### config.mk
export PLATFORM = sky130hd
export DESIGN_NAME = fetch_stage_flat
export DESIGN_NICKNAME = d
export VERILOG_FILES = /design/src/rtl/fetch_stage_if.sv /design/src/rtl/fetch_stage.sv /design/src/flat_wrapper.sv
export SDC_FILE = /design/constraint.sdc
export NUM_CORES = 1
export LEC_CHECK = 0
export CORE_MARGIN = 2
export CORE_UTILIZATION = 37
export CTS_CLUSTER_SIZE = 40
export DETAILED_ROUTE_END_ITERATION = 16
export MAX_ROUTING_LAYER = met4
export PLACE_DENSITY = 0.87
export REMOVE_ABC_BUFFERS = 1
export SLEW_MARGIN = 20
export SYNTH_ARGS = -nofsm -noshare
export SYNTH_HDL_FRONTEND = slang
export SYNTH_SLANG_ARGS = --single-unit
### constraint.sdc
create_clock -name clk -period 2.8 [get_ports clk]
set_clock_uncertainty 0.1 [all_clocks]
set_input_delay 0.56 -clock clk [delete_from_list [all_inputs] [get_ports clk]]
set_output_delay 0.56 -clock clk [all_outputs]
set_load 0.01 [all_outputs]
### src/rtl/fetch_stage_if.sv
// Bus bundle between the fetch stage, the instruction memory and the decode side.
// Performance-counter signals exist only when FETCH_PERF_CNT_EN is defined.
interface fetch_stage_if;
    logic        stall;
    logic        flush;
    logic        redirect;
    logic [31:0] redirect_pc;
    logic [31:0] im_address;
    logic [31:0] im_inst;
    logic [31:0] ifid_pc;
    logic [31:0] ifid_pc4;
    logic [31:0] ifid_inst;
    logic        ifid_valid;
    logic        misalign;
    logic        range_err;
`ifdef FETCH_PERF_CNT_EN
    logic [31:0] perf_fetched;
    logic [31:0] perf_stalls;
    logic [31:0] perf_redirects;
`endif

    // master: the fetch stage itself
    modport master (
        input  stall, flush, redirect, redirect_pc, im_inst,
        output im_address, ifid_pc, ifid_pc4, ifid_inst, ifid_valid,
`ifdef FETCH_PERF_CNT_EN
        output perf_fetched, perf_stalls, perf_redirects,
`endif
        output misalign, range_err
    );

    // slave: hazard unit, instruction memory and decode stage
    modport slave (
        output stall, flush, redirect, redirect_pc, im_inst,
        input  im_address, ifid_pc, ifid_pc4, ifid_inst, ifid_valid,
`ifdef FETCH_PERF_CNT_EN
        input  perf_fetched, perf_stalls, perf_redirects,
`endif
        input  misalign, range_err
    );
endinterface

### src/rtl/fetch_stage.sv
// Instruction-fetch stage: PC register, IF/ID pipeline register, sticky redirect-error flags.
// Optional performance counters are enabled by defining FETCH_PERF_CNT_EN.
module fetch_stage #(
    parameter logic [31:0] RESET_PC   = 32'h0000_0000,
    parameter int          IMEM_BYTES = 256,
    parameter logic [31:0] NOP_INST   = 32'h0000_0000
) (
    input  logic          clk,
    input  logic          rst_n,
    fetch_stage_if.master bus
);

    localparam logic [31:0] ADDR_MASK = 32'(IMEM_BYTES - 1);
    localparam logic [31:0] MEM_SIZE  = 32'(IMEM_BYTES);

    logic [31:0] pc;
    logic [31:0] pc_seq;
    logic [31:0] target;
    logic        bubble;
    logic        load_ifid;

    // All PC arithmetic lives in the instruction-memory window
    assign pc_seq    = (pc + 32'd4) & ADDR_MASK;
    assign target    = bus.redirect_pc & ADDR_MASK & ~32'd3;
    assign bubble    = bus.flush | bus.redirect;
    assign load_ifid = ~bubble & ~bus.stall;

    assign bus.im_address = pc;

    always_ff @(posedge clk) begin
        if (!rst_n) begin
            pc <= RESET_PC;
        end else if (bus.redirect) begin
            pc <= target;
        end else if (!bus.stall) begin
            pc <= pc_seq;
        end
    end

    always_ff @(posedge clk) begin
        if (!rst_n || bubble) begin
            bus.ifid_pc    <= 32'd0;
            bus.ifid_pc4   <= 32'd0;
            bus.ifid_inst  <= NOP_INST;
            bus.ifid_valid <= 1'b0;
        end else if (load_ifid) begin
            bus.ifid_pc    <= pc;
            bus.ifid_pc4   <= pc_seq;
            bus.ifid_inst  <= bus.im_inst;
            bus.ifid_valid <= 1'b1;
        end
    end

    // Flags look at the raw target; the redirect itself still uses the masked one
    always_ff @(posedge clk) begin
        if (!rst_n) begin
            bus.misalign  <= 1'b0;
            bus.range_err <= 1'b0;
        end else if (bus.redirect) begin
            bus.misalign  <= bus.misalign  | (bus.redirect_pc[1:0] != 2'b00);
            bus.range_err <= bus.range_err | (bus.redirect_pc >= MEM_SIZE);
        end
    end

`ifdef FETCH_PERF_CNT_EN
    always_ff @(posedge clk) begin
        if (!rst_n) begin
            bus.perf_fetched   <= 32'd0;
            bus.perf_stalls    <= 32'd0;
            bus.perf_redirects <= 32'd0;
        end else begin
            if (load_ifid) begin
                bus.perf_fetched <= bus.perf_fetched + 32'd1;
            end
            if (bus.stall && !bubble) begin
                bus.perf_stalls <= bus.perf_stalls + 32'd1;
            end
            if (bus.redirect) begin
                bus.perf_redirects <= bus.perf_redirects + 32'd1;
            end
        end
    end
`endif

endmodule

### src/flat_wrapper.sv
// flat-port wrapper written by rule: the top's interface ports become plain ports
module fetch_stage_flat 
#(
    parameter logic [31:0] RESET_PC   = 32'h0000_0000,
    parameter int          IMEM_BYTES = 256,
    parameter logic [31:0] NOP_INST   = 32'h0000_0000
)
  (clk, rst_n, bus_stall, bus_flush, bus_redirect, bus_redirect_pc, bus_im_inst, bus_im_address, bus_ifid_pc, bus_ifid_pc4, bus_ifid_inst, bus_ifid_valid, bus_misalign, bus_range_err);
  fetch_stage_if bus_i ();
  input  logic clk;
  input  logic rst_n;
  input wire logic [$bits(bus_i.stall)-1:0] bus_stall;
  input wire logic [$bits(bus_i.flush)-1:0] bus_flush;
  input wire logic [$bits(bus_i.redirect)-1:0] bus_redirect;
  input wire logic [$bits(bus_i.redirect_pc)-1:0] bus_redirect_pc;
  input wire logic [$bits(bus_i.im_inst)-1:0] bus_im_inst;
  output wire logic [$bits(bus_i.im_address)-1:0] bus_im_address;
  output wire logic [$bits(bus_i.ifid_pc)-1:0] bus_ifid_pc;
  output wire logic [$bits(bus_i.ifid_pc4)-1:0] bus_ifid_pc4;
  output wire logic [$bits(bus_i.ifid_inst)-1:0] bus_ifid_inst;
  output wire logic [$bits(bus_i.ifid_valid)-1:0] bus_ifid_valid;
  output wire logic [$bits(bus_i.misalign)-1:0] bus_misalign;
  output wire logic [$bits(bus_i.range_err)-1:0] bus_range_err;
  assign bus_i.stall = bus_stall;
  assign bus_i.flush = bus_flush;
  assign bus_i.redirect = bus_redirect;
  assign bus_i.redirect_pc = bus_redirect_pc;
  assign bus_i.im_inst = bus_im_inst;
  assign bus_im_address = bus_i.im_address;
  assign bus_ifid_pc = bus_i.ifid_pc;
  assign bus_ifid_pc4 = bus_i.ifid_pc4;
  assign bus_ifid_inst = bus_i.ifid_inst;
  assign bus_ifid_valid = bus_i.ifid_valid;
  assign bus_misalign = bus_i.misalign;
  assign bus_range_err = bus_i.range_err;
  fetch_stage #(.RESET_PC(RESET_PC), .IMEM_BYTES(IMEM_BYTES), .NOP_INST(NOP_INST)) u_core (.clk(clk), .rst_n(rst_n), .bus(bus_i));
endmodule
# After elaboration in Yosys (flattened, before gate mapping)
# Index checks and enable logic that the tools add are counted.
# W data, S select, Z words.
[word_totals]
ff_bits = 59
latchBits = 0
ram_bits = 0
rom_bits = 0
input_bits = 69
output_inout_bits = 131
mem_count = 0
[op_classes]
n_addsub = 1
mul = 0
n_div = 0
n_lt_le_gt_ge = 1
eq_ne = 1
n_shift = 0
muxes = 2
bitwise_logic = 7
reduce_logical = 4
[op_table]
columns = ["operator", "count"]
rows = [
  ["$ge A32 B9 Y1 const B", 1],
  ["$mux W8", 2],
  ["$add A8 B3 Y8 const B", 1],
  ["$not A1 Y1", 3],
  ["$or A1 B1 Y1", 3],
  ["$ne A2 B1 Y1 const B", 1],
  ["$reduce_bool A2 Y1", 1],
  ["$reduce_or A2 Y1", 1],
  ["$and A1 B1 Y1", 1],
  ["$logic_not A1 Y1", 1],
  ["$logic_or A1 B1 Y1", 1],
]

# Depth between registers and ports, before layout
[depth]
depth_word = 3
depth_mapped = 6
depth_no_buf = 5

# Least setup slack after synthesis
# OpenSTA, ideal clock, no wires.
[synth_timing]
kind = "input -> register"
start = "input bus_redirect_pc[26]"
end = "register u_core.bus.range_err"
setup_time_ns = 0.140
arrival_time_ns = 1.391
t_required_ns = 2.560
slack_ns = 1.169
path_stages = 3
path_buffers = 0
cell_sequence = "or4_1 -> nor4_1 -> a41oi_1"
[synth_via]
elab_chain_len = 2
[synth_lines]
columns = ["element", "line", "source"]
rows = [
  ["start: declaration", "flat_wrapper.sv:15", "input wire logic [$bits(bus_i.redirect_pc)-1:0] bus_redirect_pc;"],
  ["$ge A32 B9 Y1", "fetch_stage.sv:61", "bus.range_err <= bus.range_err | (bus.redirect_pc >= MEM_SIZE);"],
  ["$or A1 B1 Y1", "fetch_stage.sv:61", ""],
  ["end signal: assignment", "fetch_stage.sv:61", ""],
  ["end: declaration", "fetch_stage_if.sv:29", "output misalign, range_err"],
]
# Every way passes these cells.
# A chain may end at the register's enable or synchronous reset.

# Worst setup path in the final report
[layout_timing]
start = "register u_core.pc[2], in the netlist u_core.bus.im_address[2]"
end = "output bus_im_address[2]"
[layout_rtl]
columns = ["element", "line", "source"]
rows = [
  ["start: declaration", "fetch_stage.sv:16", "logic [31:0] pc;"],
  ["start signal: assignment", "fetch_stage.sv:34", "pc <= target;"],
  ["start signal: assignment", "fetch_stage.sv:36", "pc <= pc_seq;"],
  ["end: declaration", "flat_wrapper.sv:17", "output wire logic [$bits(bus_i.im_address)-1:0] bus_im_address;"],
]
# No word-level cell between the ends.

==> run metrics <==
endpoints failing hold 0; syn avg cell area 8.004 µm²; post-synthesis sequential area ratio 40.17%; max cap viols 0; H-Tree Depth 2; die area 0.007830 mm²; critical-path cell list clkdlybuf4s50_1; Leak Pwr 1.376 nW; Sum Neg Setup Slack 0 ps; Slew Limit Fails 0; DRT Pass-1 Iters 4; leading area contributor after synthesis dfxtp_1; clock buffer depth 2; Critical Path Slowest Stage Cell clkdlybuf4s50_1; Antenna Nets Post-Route 0; flops & latches, synth 53; Worst-Skew Late Latency 290 ps; area grow syn2layout 39.22%; Period minus WS final 2093 ps; unrepaired setup endpoints after global routing no; Post-synth EDFFs 0; Synth Instances 330; IO Port Bufs 121; Hold-fix buffers, CTS 0; die height 88.49 µm; Seq pwr share 54.5%; via count 2,275; Highest Clock Rate 477.8 MHz; Routed WL 5.871 mm; post_cts resized 0; clock root buffer clkbuf_8; routability cong. 0.7551; Remaining DRCs 0; Crit path max-delay family buffers and inverters; fill count 639; top cells by area, synth dfxtp_1 40%, buf_4 22%, nand2_1 12%; boundary pin count 200; Post-Synthesis Cell Area 0.002641 mm²; DP Worst Slack 549.6 ps; Finished Layout Cells 540; final net count 513; initial DRC count 52; global-route wire length before repair 8.914 mm; placed cell area 0.003595 mm²; global-route usage over all layers 14.87%; Crit path required time 2140 ps; cts bufs inserted 5; CTS tree done; asr flop ratio synth 0%; dpl cells 532; post-route setup slack 707.0 ps; final worst-path cycle share 74.75%; internal power 1.070 mW; Die X 88.49 µm; Vias/cell 4.213; Power Dens Cells 391.0 mW/mm²; total gr overflow 0; peak supply drop 0.1927 mV; Yosys warning total 0; Sw Ratio 25.57%; Diodes inserted 0; Setup crit start kind flop; vias in the first global route 2,047; NetSw 0.3676 mW; largest stage delay on the critical path 610 ps; Hold Path Class reg2reg; Comb pwr share 17.5%; status completed; worst path bufs/invs 1; WP data arrival 1430 ps; Reg clk slew, reported paths 90 ps; buffer count from post-CTS setup fixing 0; row cnt 30; Setup-failing EPs final 0; initial antenna violation count 0; CP endpoint kind primary output; Synth top area share 40.17%; Layout Utilization 53.53%; post-synthesis cell type count 30; Starting Density 38.45%; Clk pwr share 28.0%; CTS sink count 53; Routed WL per cell 10.87 µm; critical path class reg2out; HPWL after DPL 4.593 mm; Finished Cell Area 0.003677 mm²; CP Max Fanout 7; dominant synthesized flop cell dfxtp_1; share of cells above drive strength 1 2.703%; floorplan core area 0.006869 mm²; largest net degree at the start of global routing 48
==> logic make-up after synthesis <==
group           after synthesis  share of synthesized area [%]
fa+ha+maj                     1                         0.4736
compound gates               58                          12.03
flops                        53                          40.17
simple gates                110                          17.39
buf+inv                      98                          26.76
other cells                   1                         0.1420
mux                           1                         0.3790
xor+xnor                      8                          2.653
==> worst paths after layout <==
| kind | start | to | slack, ps | cells after the start |
|---|---|---|---|---|
| setup / recovery | u_core.bus.im_address[2] | bus_im_address[2] | 710 | 1 |
| hold / removal | u_core.bus.ifid_valid | u_core.bus.ifid_valid | 350 | 2 |
| setup reg to reg | u_core.bus.im_address[2] | u_core.bus.im_address[6] | 1220 | 5 |
| hold reg to reg | u_core.bus.ifid_valid | u_core.bus.ifid_valid | 350 | 2 |
==> registers in the layout, summed over array words and instances, names as in the netlist <==
register,count
u_core.bus.ifid_valid,1
u_core.bus.ifid_pc4,6
u_core.bus.ifid_inst,32
u_core.bus.range_err,1
u_core.bus.misalign,1
u_core.bus.im_address,6
u_core.bus.ifid_pc,6
==> area by class of cell <==
type                       count  area [µm²]  share of cell area (%)
timing repair buffer         124        1234                   33.55
multi-input combinational    256        1169                   31.78
sequential                    53        1061                   28.85
tap                           96       120.1                   3.266
clock buffer                   6       72.57                   1.973
inverter                       3       11.26                  0.3062
clock inverter                 2       10.01                  0.2722
==> power groups by stage <==
stage	registers, mW	clock network, mW	logic [mW]
6_report	0.783	0.403	0.252
5_1_grt	0.786	0.453	0.277
4_1_cts	0.783	0.424	0.251
3_5_place_dp	0.801	0	0.249
3_3_place_gp	0.801	0	0.247
2_1_floorplan	0.803	0	0.0987
==> routing by layer <==
layer  wire length [µm]  global-route usage (%)  vias to the layer above
met5                  0                       -                        -
met4                 41                   2.893                        0
met3                540                   3.451                        6
met2               3099                   29.39                      130
met1               2190                   14.69                     1008
li1                   -                       -                     1131
==> synthesized netlist by cell type, types with 2 or more instances <==
master     n
buf_6      5
o211a_1    2
xor2_1     2
buf_4     79
buf_2      4
nor3_1     2
nand2_1   83
nor4_1     5
inv_1      3
dfxtp_1   53
a21oi_1   43
nor2_1    10
clkbuf_1   7
o21ai_0    6
nand3_1    3
a211oi_1   4
xnor2_1    6
==> through the flow <==
stage / power (mW) / hold slack [ps]
after floorplan: 0.9021 / 369.5
after global placement: 1.047 / 335.4
after detailed placement: 1.050 / 342.1
after CTS: 1.459 / 355.9
after global routing: 1.515 / 372.4
final: 1.438 / 353.6
==> cells in the final DEF, fill, tap and decap left out, types with 3 or more instances in the layout <==
| cell | count |
|---|---|
| dfxtp_1 | 53 |
| a211oi_1 | 4 |
| o21ai_0 | 6 |
| buf_4 | 3 |
| nand3_1 | 3 |
| xnor2_1 | 6 |
| inv_1 | 3 |
| clkdlybuf4s50_1 | 121 |
| clkbuf_8 | 5 |
| nand2_1 | 83 |
| nor4_1 | 5 |
| a21oi_1 | 43 |
| conb_1 | 78 |
| nor2_1 | 10 |
Power figures use the tool's default switching activity.
